===== src/rtl/exotiny_console_pkg.sv =====
// exotiny_console_pkg: register map, STATUS layout, magic sequences and TX states for the console
package exotiny_console_pkg;
  localparam logic [1:0] REG_TXDATA  = 2'd0;
  localparam logic [1:0] REG_STATUS  = 2'd1;
  localparam logic [1:0] REG_BAUDDIV = 2'd2;
  localparam int ST_FULL  = 0;
  localparam int ST_EMPTY = 1;
  localparam int ST_BUSY  = 2;
  localparam int ST_DONE  = 3;
  localparam int ST_ERR   = 4;
  localparam int ST_OVF   = 5;
  localparam int ST_LVL   = 8;
  localparam logic [31:0] SEQ_DONE = 32'h444F4E45;
  localparam logic [23:0] SEQ_ERR  = 24'h455252;
  typedef enum logic [1:0] {TX_IDLE, TX_START, TX_DATA, TX_STOP} tx_state_e;
endpackage


===== src/rtl/exotiny_sync_fifo.sv =====
// exotiny_sync_fifo: show-ahead synchronous FIFO; a push on a full FIFO is taken when a pop frees the slot
module exotiny_sync_fifo #(
  parameter int WIDTH = 8,
  parameter int DEPTH = 16,
  localparam int AW = $clog2(DEPTH)
) (
  input  logic             clk_i,
  input  logic             rst_in,
  input  logic             i_push,
  input  logic [WIDTH-1:0] i_data,
  input  logic             i_pop,
  output logic [WIDTH-1:0] o_data,
  output logic             o_full,
  output logic             o_empty,
  output logic [AW:0]      o_level
);
  logic [WIDTH-1:0] r_mem [DEPTH];
  logic [AW-1:0]    r_wr, r_rd;
  logic [AW:0]      r_level;
  logic             w_do_push, w_do_pop;

  assign o_full    = r_level == (AW+1)'(DEPTH);
  assign o_empty   = r_level == '0;
  assign o_level   = r_level;
  assign o_data    = r_mem[r_rd];
  assign w_do_pop  = i_pop && !o_empty;
  assign w_do_push = i_push && (!o_full || w_do_pop);

  always_ff @(posedge clk_i or negedge rst_in)
    if (!rst_in) begin
      r_wr    <= '0;
      r_rd    <= '0;
      r_level <= '0;
    end else begin
      if (w_do_push) r_wr <= r_wr + AW'(1);
      if (w_do_pop) r_rd <= r_rd + AW'(1);
      r_level <= r_level + (AW+1)'(w_do_push) - (AW+1)'(w_do_pop);
    end

  always_ff @(posedge clk_i)
    if (w_do_push) r_mem[r_wr] <= i_data;
endmodule


===== src/rtl/exotiny_console_tx.sv =====
// exotiny_console_tx: Wishbone console port that queues bytes for an 8N1 UART
// and flags the DONE/ERR termination strings seen in the written stream.
module exotiny_console_tx
  import exotiny_console_pkg::*;
#(
  parameter int FIFO_DEPTH = 16,
  parameter int DIV_W      = 16,
  parameter int DIV_RST    = 434
) (
  input  logic        clk_i,
  input  logic        rst_in,
  input  logic        wb_stb_i,
  input  logic        wb_we_i,
  input  logic [3:0]  wb_adr_i,
  input  logic [31:0] wb_dat_i,
  input  logic [3:0]  wb_sel_i,
  output logic [31:0] wb_dat_o,
  output logic        wb_ack_o,
  output logic        tx_o,
  output logic        done_o,
  output logic        err_o
);
  localparam int LW = $clog2(FIFO_DEPTH) + 1;

  logic             r_ack, r_done, r_err, r_ovf, r_tx, r_hist_upd;
  logic [31:0]      r_dat, r_hist;
  logic [DIV_W-1:0] r_div, r_div_lat, r_cnt;
  logic [7:0]       r_shift;
  logic [2:0]       r_bit;
  tx_state_e        r_state, w_next;
  logic             w_acc, w_wr, w_tx_wr, w_stat_wr, w_div_wr, w_set_done, w_set_err;
  logic             w_pop, w_full, w_empty, w_tick, w_tx_bit, w_busy, w_unused;
  logic [1:0]       w_reg;
  logic [7:0]       w_head;
  logic [LW-1:0]    w_level;
  logic [31:0]      w_status, w_rd;
  logic [DIV_W-1:0] w_div_in;

  assign w_reg      = wb_adr_i[3:2];
  assign w_acc      = wb_stb_i && !r_ack;
  assign w_wr       = w_acc && wb_we_i && wb_sel_i[0];
  assign w_tx_wr    = w_wr && (w_reg == REG_TXDATA);
  assign w_stat_wr  = w_wr && (w_reg == REG_STATUS);
  assign w_div_wr   = w_wr && (w_reg == REG_BAUDDIV);
  assign w_div_in   = wb_dat_i[DIV_W-1:0];
  assign w_set_done = r_hist_upd && (r_hist == SEQ_DONE);
  assign w_set_err  = r_hist_upd && (r_hist[23:0] == SEQ_ERR);
  assign w_tick     = r_cnt == DIV_W'(1);
  assign w_unused   = ^{wb_sel_i[3:1], wb_adr_i[1:0], wb_dat_i[31:8]};

  exotiny_sync_fifo #(.WIDTH(8), .DEPTH(FIFO_DEPTH)) u_fifo (
    .clk_i   (clk_i),
    .rst_in  (rst_in),
    .i_push  (w_tx_wr),
    .i_data  (wb_dat_i[7:0]),
    .i_pop   (w_pop),
    .o_data  (w_head),
    .o_full  (w_full),
    .o_empty (w_empty),
    .o_level (w_level)
  );

  always_comb begin
    w_status            = '0;
    w_status[ST_FULL]   = w_full;
    w_status[ST_EMPTY]  = w_empty;
    w_status[ST_BUSY]   = w_busy;
    w_status[ST_DONE]   = r_done;
    w_status[ST_ERR]    = r_err;
    w_status[ST_OVF]    = r_ovf;
    w_status[ST_LVL+:8] = 8'(w_level);
    w_rd = (w_reg == REG_STATUS) ? w_status : (w_reg == REG_BAUDDIV) ? 32'(r_div) : '0;
  end

  always_ff @(posedge clk_i or negedge rst_in)
    if (!rst_in) begin
      r_ack <= 1'b0;
      r_dat <= '0;
      r_div <= DIV_W'(DIV_RST);
    end else begin
      r_ack <= w_acc;
      r_dat <= (w_acc && !wb_we_i) ? w_rd : '0;
      if (w_div_wr) r_div <= (w_div_in == '0) ? DIV_W'(1) : w_div_in;
    end

  // flags are evaluated the cycle after the history shift; a set beats a same-cycle clear
  always_ff @(posedge clk_i or negedge rst_in)
    if (!rst_in) begin
      r_hist     <= '0;
      r_hist_upd <= 1'b0;
      r_done     <= 1'b0;
      r_err      <= 1'b0;
      r_ovf      <= 1'b0;
    end else begin
      r_hist_upd <= w_tx_wr;
      if (w_tx_wr) r_hist <= {r_hist[23:0], wb_dat_i[7:0]};
      r_done <= w_set_done || (r_done && !w_stat_wr);
      r_err  <= w_set_err || (r_err && !w_stat_wr);
      r_ovf  <= (w_tx_wr && w_full && !w_pop) || (r_ovf && !w_stat_wr);
    end

  always_ff @(posedge clk_i or negedge rst_in)
    if (!rst_in) r_state <= TX_IDLE;
    else r_state <= w_next;

  always_comb begin
    w_next = r_state;
    case (r_state)
      TX_IDLE:  w_next = w_empty ? TX_IDLE : TX_START;
      TX_START: w_next = w_tick ? TX_DATA : TX_START;
      TX_DATA:  w_next = (w_tick && r_bit == 3'd7) ? TX_STOP : TX_DATA;
      default:  w_next = w_tick ? TX_IDLE : TX_STOP;
    endcase
  end

  always_comb begin
    w_pop    = (r_state == TX_IDLE) && !w_empty;
    w_busy   = r_state != TX_IDLE;
    w_tx_bit = (r_state == TX_START) ? 1'b0 : (r_state == TX_DATA) ? r_shift[0] : 1'b1;
  end

  // divisor is latched per frame so a mid-frame BAUDDIV write only affects the next frame
  always_ff @(posedge clk_i or negedge rst_in)
    if (!rst_in) begin
      r_tx      <= 1'b1;
      r_cnt     <= '0;
      r_div_lat <= '0;
      r_shift   <= '0;
      r_bit     <= '0;
    end else begin
      r_tx <= w_tx_bit;
      if (w_pop) begin
        r_shift   <= w_head;
        r_cnt     <= r_div;
        r_div_lat <= r_div;
        r_bit     <= '0;
      end else if (w_busy) begin
        r_cnt <= w_tick ? r_div_lat : r_cnt - DIV_W'(1);
        if (w_tick && r_state == TX_DATA) begin
          r_shift <= r_shift >> 1;
          r_bit   <= r_bit + 3'd1;
        end
      end
    end

  assign wb_ack_o = r_ack;
  assign wb_dat_o = r_dat;
  assign tx_o     = r_tx;
  assign done_o   = r_done;
  assign err_o    = r_err;
endmodule

===== config.mk =====
export PLATFORM = sky130hd
export DESIGN_NAME = exotiny_console_tx
export DESIGN_NICKNAME = d
export VERILOG_FILES = /design/src/rtl/exotiny_console_pkg.sv /design/src/rtl/exotiny_sync_fifo.sv /design/src/rtl/exotiny_console_tx.sv
export SDC_FILE = /design/constraint.sdc
export NUM_CORES = 1
export LEC_CHECK = 0
export CAP_MARGIN = 20
export CORE_UTILIZATION = 40
export DETAILED_ROUTE_END_ITERATION = 7
export SYNTH_ARGS = -nofsm -noshare
export SYNTH_HDL_FRONTEND = slang
export SYNTH_SLANG_ARGS = --single-unit

===== constraint.sdc =====
create_clock -name clk_i -period 6.15 [get_ports clk_i]
set_input_delay 0.9225 -clock clk_i [delete_from_list [all_inputs] [get_ports clk_i]]
set_output_delay 0.9225 -clock clk_i [all_outputs]
set_load 0.02 [all_outputs]

### Word level (Yosys, flattened, before mapping)

Memories as Yosys holds them, arrays and structs flattened.
Cells that the tools add are included.

* register bits after elaboration: 128
* RAM bits: 128
* input port bits: 44
* output and inout port bits: 36
* logic and storage cells: 92
* memories: 1

Memories
* u_fifo.r_mem: words 16, bits a word 8, rd ports 1, clocked after memory_dff 0, wr ports 1, RTL line exotiny_sync_fifo.sv:17 `logic [WIDTH-1:0] r_mem [DEPTH];`

* $add $sub $neg: 6
* equal/unequal tests: 9
* mux-type cells: 22
* reduce and logical (&&, ||, !) cells: 37

Operator list (count)
* $mux W16: 7
* $eq A32 B31 Y1 const B: 1
* $eq A24 B23 Y1 const B: 1
* $mux W8: 3
* $logic_and A1 B1 Y1: 19
* $eq A16 B1 Y1 const B: 1
* $logic_not A16 Y1: 1
* $sub A16 B1 Y16 const B: 1
* $mux W3: 3
* $add A4 B1 Y4 const B: 2
* $logic_not A1 Y1: 6
* $mux W1: 6
* $pmux W2 S3: 1
* $reduce_bool A2 Y1: 3
* $add A5 B1 Y5: 1
* $eq A5 B5 Y1 const B: 1
* $logic_not A5 Y1: 1
* $sub A5 B1 Y5: 1
* $eq A2 B1 Y1 const B: 2
* $eq A2 B2 Y1 const B: 2
* $logic_not A2 Y1: 2
* $logic_or A1 B1 Y1: 4
* $mux W2: 2
* $add A3 B1 Y3 const B: 1
* 2 further kinds: 2

### Longest topological paths before layout

Gate-level depths: netlist (run 1).

* word-level depth: 8
* gate-level depth with buffers: 17
* depth with buffers taken out: 15

### Hierarchy

From an unflattened synthesis (run 1), not the netlist that was laid out.

* cell total of the unflattened synthesis: 810
* area, all modules: 11141.9 µm²

By module, submodules not included
* exotiny_sync_fifo: instances 1, cells an instance 319, area each 5821.8 µm², sequential area each 4169.0 µm²
* exotiny_console_tx: instances 1, cells an instance 491, area each 5320.1 µm², sequential area each 2885.3 µm²

### Worst setup path after synthesis (run 1)

Ideal clock, no wire load.

* kind: input to register
* start: input wb_we_i
* end: memory u_fifo.r_mem[3][0], enable pin
* setup time: 0.383 ns
* arrival time: 2.586 ns
* data required time: 5.767 ns
* path slack: 3.180 ns
* stages: 6
* buffers on the path: 1
* cell sequence: nand4b_1 > or3_1 > clkbuf_1 > a21oi_2 > nand2_1 > nor3_1

* word-level cells in the longest chain between the ends: 6

RTL lines
* start: declaration: RTL line exotiny_console_tx.sv:13 `input logic wb_we_i,`
* $logic_and A1 B1 Y1 (2 in a row): RTL line exotiny_console_tx.sv:41 `assign w_wr = w_acc && wb_we_i && wb_sel_i[0];`
* $logic_and A1 B1 Y1: RTL line exotiny_console_tx.sv:42 `assign w_tx_wr = w_wr && (w_reg == REG_TXDATA);`
* $logic_and A1 B1 Y1: RTL line exotiny_sync_fifo.sv:27 `assign w_do_push = i_push && (!o_full || w_do_pop);`
* $mux W1: RTL line exotiny_sync_fifo.sv:41 `if (w_do_push) r_mem[r_wr] <= i_data;`
* $mux W1 (implied by the code): RTL line exotiny_sync_fifo.sv:41
* end: declaration: RTL line exotiny_sync_fifo.sv:17

Every way passes these cells.

### Worst setup path after layout (run 1)

* start: input wb_we_i
* end: memory u_fifo.r_mem[7][1], enable pin

Same word-level chain as after synthesis.

==> impl_metrics.csv, run 1 <==
group,metric,value,unit
floorplan,floorplan.die_area,28200,µm²
clock_network,worst_skew_pair.late_latency,530,ps
clock_network,max-clock-path-buffers,3,
clock_network,cts_sinks,256,
synth,synth_xor_area_frac,0.0111,
setup_path,setup.worst_path.start_class,"primary input",
drt,firstDrtPassIters,5,
floorplan,boundaryPins,80,
sta,fin_crit_sh,0.547,
sta,relSlewSlack,0.355,
grt,grt_use_met3,0.0228,
final_layout,final_layout_size_suffix_gt1_frac,0.179,
setup_path,cp_data_arrival_time,3520,ps
sta,final-setup-viol-count,0,
clock_network,clockRootBuffer,"clkbuf_16",
synth,synth_area_per_cell,13.8,µm²
synth,synth-edff-count,128,
clock_network,htree_num_levels,1,
sta,slew_viol_final,0,
drt,via_per_inst,5.39,
flow_run,max_cap_violations,0,
final_layout,syn2layout_area_growth,15.3,%
status,outcome,"finished, final reports clean",
synth,synth_top_family_by_area,"multiplexers",
floorplan,die_width,168,µm
power,leakage,4.91,nW
clock_network,cts_hold_buf,0,
sta,setup_total_negative_slack,0,ps
grt,gr-total-overflow,0,
drt,drc_violations_left,0,
clock_network,path_clk_slew,60,ps
drt,route.vias.total,6520,
drt,final_antenna_net_count,0,
setup_path,critical_path.max_fanout,34,
final_layout,design.final.nets,908,
drt,detail_route.wl_per_cell,19.5,µm
synth,adder_cell_share_of_the_synthesized_area,0.0188,
grt,grt_pass1_wl,37400,µm
synth,netlist_instances,796,
power,maximum_ir_drop_on_the_vdd_rail,0.190,mV
grt,globalRouteMet2Util,0.282,
place,dp_hpwl,15100,µm
synth,synthesis.area,11000,µm²
grt,first_global_vias,6549,
worst_hold_path,holdCritPathClass,"in2async",
synth,flop_and_latch_count_out_of_synthesis,256,
floorplan,rows,60,
floorplan,die_h,168,µm
sta,min_period,3370,ps
synth,yosysSeqAreaShare,0.640,
sta,maxClockFrequency,297,MHz
setup_path,timing.critical_path.to_type,"register",
sta,setup_repair_after_global_routing_missed_its_margin,"false",
floorplan,floorplan.core_area,27000,µm²
floorplan,start_util,0.408,
grt,grtUsageTotal,0.173,
synth,synth-main-ff-cell,"edfxtp_1",
grt,grt.busiest_layer,"met2",
final_layout,most_used_cells_in_the_layout_excluding_fill_and_tap_cells,"edfxtp_1, dfrtp_1, nand2_1",
sta,slew_worst_pin,960,ps
setup_path,path_class,"in2reg",
power,powerDensity,339,nW/µm²
clock_network,cts_buffers,27,
place,numPortBuffers,42,
sta,skew,11.4,ps
setup_path,timing.critical_path.required,6310,ps
clock_network,clock_tree_from_tritoncts,"done",
synth,synth.mux.area_fraction,0.128,
drt,routed_wirelength,23600,µm
synth,synth_compound_gate_area_share,0.0632,
grt,largest_net_degree_at_the_start_of_global_routing,67,
final_layout,mostFrequentLayoutCell,"edfxtp_1",
grt,antenna_violations_before_repair,0,
final_layout,final_core_util,0.470,
clock_network,cts.repair.resized,0,
synth,async_reset_ff_frac,0.500,
synth,synth_warnings,0,
grt,groute.layer.met1.usage,0.240,
synth,post_synth_num_cell_types,71,
sta,fin_worst_hold_slack,406,ps
clock_network,cts_setup_buffers,0,
final_layout,antennaDiodeCount,0,
place,routabilityCongestion,0.834,
drt,dr.first_iter.drc_count,519,
sta,timing.final.hold_violations,0,
synth,post_synth_and_or_nand_nor_area_fraction,0.106,
==> registers in the layout, summed over array words and instances (netlist names), 5 cells and up <==
register / count
wb_dat_o: 16
u_fifo.o_level: 5
r_shift: 8
r_hist: 32
r_div: 16
u_fifo.r_mem: 128
r_cnt: 16
r_div_lat: 16
==> cell type report <==
cell class	instances	area, µm²
clock buffer	32	714
clock inverter	17	216
fill	2374	14300
inverter	19	73.8
multi-input combinational	485	3670
sequential	256	7060
tap	341	427
timing repair buffer	59	549
==> kinds of logic after synthesis <==
family / Yosys count
buffers and inverters: 70
XOR/XNOR: 14
adder cells (fa/ha/maj): 16
flip-flops: 256
AO/OA/AOI/OAI: 106
AND/OR/NAND/NOR: 230
multiplexers: 103
other: 1
==> critical path, cell delays in order <==
cell	delay, ps
clkdlybuf4s50_1	470
nand4b_1	150
or3_1	340
buf_4	270
a21oi_2	430
nand2_1	250
nor2_1	670
==> synth_stat cells (all sizes together) (11+ instances only) <==
cell type	number	area share
edfxtp	128	0.35
dfrtp	122	0.28
nand2	81	0.029
nor2	57	0.020
mux2	47	0.048
buf	32	0.018
mux2i	30	0.027
mux4	26	0.053
o21ai	24	0.011
a21oi	20	0.0094
clkbuf	19	0.0065
inv	19	0.0067
ha	15	0.017
o22ai	14	0.0079
nor3	13	0.0064
a22oi	12	0.0082
nand4	12	0.0068
xnor2	11	0.0087
==> final timing paths <==
kind | cells after the start | slack (ps) | to | startpoint
worst max-delay path | 7 | 2780 | u_fifo.r_mem[7][1] | wb_we_i
worst min-delay path | 1 | 410 | r_state[0] | rst_in
worst max register to register | 16 | 2800 | u_fifo.o_level[4] | u_fifo.o_level[2]
worst min register to register | 1 | 460 | wb_ack_o | wb_ack_o
max in group asynchronous | 2 | 4490 | r_hist[3] | rst_in
min in group clk_i | 1 | 460 | wb_ack_o | wb_ack_o
==> layer usage <==
layer | vias to the layer above | share of wire
met5 | - | 0
met4 | 0 | 0.028
met3 | 42 | 0.039
met2 | 122 | 0.47
met1 | 3312 | 0.46
li1 | 3044 | -
==> where the power goes <==
part           switching, W  leakage, nW  internal [W]
Sequential         0.000167         2.78       0.00194
Combinational      0.000262         1.67      0.000242
Clock              0.000659        0.458       0.00104
Total               0.00109         4.91       0.00322
==> through the flow <==
step | area (µm²) | cells | setup slack [ps] | power [W]
2_1_floorplan | 11100 | 811 | 3180 | 0.00246
3_3_place_gp | 11800 | 1159 | 1940 | 0.00263
3_5_place_dp | 11800 | 1160 | 2220 | 0.00264
4_1_cts | 12700 | 1209 | 2740 | 0.00434
5_1_grt | 12700 | 1209 | 2560 | 0.00450
6_report | 12700 | 1209 | 2780 | 0.00430
Power figures use the tool's default switching activity.
==> run 2, diff against run 1 <==
==> constraint.sdc (replaced) <==
create_clock -name clk_i -period 2.7 [get_ports clk_i]
set_input_delay 0.405 -clock clk_i [delete_from_list [all_inputs] [get_ports clk_i]]
set_output_delay 0.405 -clock clk_i [all_outputs]
set_load 0.02 [all_outputs]
==> run 2 against run 1 <==
  * Non-clock buffer count is 35 higher
  * Sequential share of layout area is 1.2 points lower
  * Sequential cell count stayed put
  * Core utilization is 1.1 points higher
  * Largest cell class unchanged
  * Routed wire length is 1.0% higher
  * Clock power is 110% higher
  * Global-route usage is 0.34 points higher
  * Critical endpoint is now u_fifo.o_level[4]
==> impl_metrics.csv, run 2 (synthesis gave the netlist of run 1 again) <==
group,metric,value,unit
drt,firstDrtPassIters,5,
final_layout,design.final.nets,944,
power,internal_power,0.00712,W
setup_path,reg2reg_from,"u_fifo.o_level[3]",
flow_run,max_cap_violations,0,
clock_network,htree_num_levels,1,
worst_hold_path,holdCritPathClass,"in2async",
floorplan,rows,60,
clock_network,worst_skew_pair.late_latency,570,ps
clock_network,path_clk_slew,60,ps
sta,fin_crit_sh,0.956,
sta,slew_worst_pin,856,ps
floorplan,floorplan.die_area,28200,µm²
setup_path,timing.critical_path.from,"u_fifo.o_level[3]",
sta,slew_viol_final,0,
grt,grtUsageTotal,0.176,
place,numPortBuffers,42,
clock_network,max-clock-path-buffers,3,
drt,via_per_inst,5.31,
grt,largest_net_degree_at_the_start_of_global_routing,47,
power,power_frac_comb,0.133,
power,p_switching,0.00256,W
drt,drc_violations_left,0,
sta,setup_ws,119,ps
power,clkPwrFrac,0.374,
setup_path,timing.reg2reg.setup_slack,120,ps
clock_network,cts_sinks,256,
setup_path,timing.critical_path.required,3120,ps
floorplan,start_util,0.408,
grt,first_global_vias,6763,
drt,detail_route.wl_per_cell,19.1,µm
sta,final-setup-viol-count,0,
sta,relSlewSlack,0.424,
power,switching_share,0.264,
drt,dr.first_iter.drc_count,536,
setup_path,timing.critical_path.to_type,"register",
place,placedCellCount,1191,
grt,antenna_violations_before_repair,1,
setup_path,ff2ff_path_depth,15,
power,leakage,5.07,nW
drt,final_antenna_net_count,0,
setup_path,r2r_end,"u_fifo.o_level[4]",
setup_path,critical_path.max_fanout,3,
power,powerDensity,745,nW/µm²
clock_network,cts_buffers,28,
power,maximum_ir_drop_on_the_vdd_rail,0.572,mV
place,post-place-ws,42.6,ps
sta,timing.final.hold_violations,0,
floorplan,boundaryPins,80,
sta,maxClockFrequency,387,MHz
floorplan,die_width,168,µm
final_layout,regs_by_ff_count,"u_fifo.r_mem: 128 flops, r_hist: 32 flops",
grt,grt_pass1_wl,38200,µm
drt,route.vias.total,6616,
power,pwr-share-seq,0.493,
clock_network,clockRootBuffer,"clkbuf_16",
sta,skew,44.0,ps
floorplan,floorplan.core_area,27000,µm²
place,dp_hpwl,16100,µm
final_layout,syn2layout_area_growth,18.0,%
final_layout,finish.cell_count_without_fillers,1247,
final_layout,register_ranked_first_by_flip_flop_count,"u_fifo.r_mem",
sta,setup_total_negative_slack,0,ps
clock_network,clock_tree_from_tritoncts,"done",
floorplan,die_h,168,µm
final_layout,antennaDiodeCount,0,
grt,gr-total-overflow,0,
sta,fin_worst_hold_slack,351,ps
status,outcome,"finished, final reports clean",
final_layout,final_layout_size_suffix_gt1_frac,0.219,
setup_path,setup.worst_path.start_class,"register",
final_layout,largest_register_ffs,128,
setup_path,cp_data_arrival_time,3000,ps
sta,min_period,2580,ps
final_layout,mostFrequentLayoutCell,"edfxtp_1",
drt,routed_wirelength,23900,µm
place,routabilityCongestion,0.842,
final_layout,most_used_cells_in_the_layout_excluding_fill_and_tap_cells,"edfxtp_1, dfrtp_1, nand2_1",
setup_path,path_class,"reg2reg",
==> run 2: cell types whose count changed in the layout (fill, tap and decap cells not counted), moves of 3 or more <==
cell / delta
inv_1: -3
inv_2: +3
buf_4: +33
bufinv_16: -4
ha_4: +3
ha_1: -3
==> run 2: power by group through the flow <==
stage,registers [W],logic (W),clock network [W]
final,0.00477,0.00129,0.00362
after global placement,0.00484,0.00122,0
after global routing,0.00482,0.00144,0.00388
after CTS,0.00477,0.00125,0.00372
after detailed placement,0.00485,0.00124,0
after floorplan,0.00472,0.000908,0
==> run 2: what timing repair did <==
action / in CTS / in global routing
endpoints found under the hold margin: 37 / 0
gates resized for setup: 0 / 2
buffers inserted: 0 / 3
hold buffers: 1 / 0
setup endpoints to repair: 0 / 1
==> run 2: critical path, cell delays in order (launching register included) <==
cell     delay (ps)
dfrtp_1         410
inv_2           100
ha_4            140
or4b_4          500
nand2_8         110
inv_8            30
ha_4            200
inv_2            60
ha_4            130
inv_2            30
fa_2            330
inv_1            60
a21oi_1          60
nor2_1           90
nor2_1           60
xnor2_1         110
==> run 2: routing by layer <==
| metal | global-route usage | vias up | routed length (µm) |
|---|---|---|---|
| met4 | 0.0582 | 0 | 705 |
| met5 | 0 | - | 0 |
| met1 | 0.243 | 3313 | 11000 |
| met3 | 0.0259 | 45 | 1020 |
| li1 | - | 3111 | - |
| met2 | 0.285 | 147 | 11200 |
==> run 2: final cells by class <==
type / count / area (µm²)
multi-input combinational: 485 / 3720
timing repair buffer: 94 / 827
sequential: 256 / 7060
clock buffer: 34 / 743
fill: 2350 / 14000
tap: 341 / 427
clock inverter: 18 / 151
inverter: 19 / 78.8
==> run 2: how the worst max path moves through the flow <==
| stage | end | slack [ps] | depth (start not counted) |
|---|---|---|---|
| final | u_fifo.o_level[4] | 120 | 15 |
| after global routing | u_fifo.o_level[4] | -10 | 15 |
| after CTS | u_fifo.o_level[4] | 40 | 15 |
| after detailed placement | u_fifo.r_mem[3][0] | 40 | 8 |
| after global placement | u_fifo.o_level[4] | 40 | 12 |
| after floorplan | u_fifo.o_level[4] | -70 | 17 |
==> run 2: through the flow <==
stage | total power, W | utilization | instance area, µm²
after floorplan | 0.00563 | - | 11100
final | 0.00968 | 0.481 | 13000
after global placement | 0.00606 | 0.446 | 12100
after detailed placement | 0.00609 | 0.446 | 12100
after CTS | 0.00974 | 0.480 | 13000
after global routing | 0.0101 | 0.481 | 13000
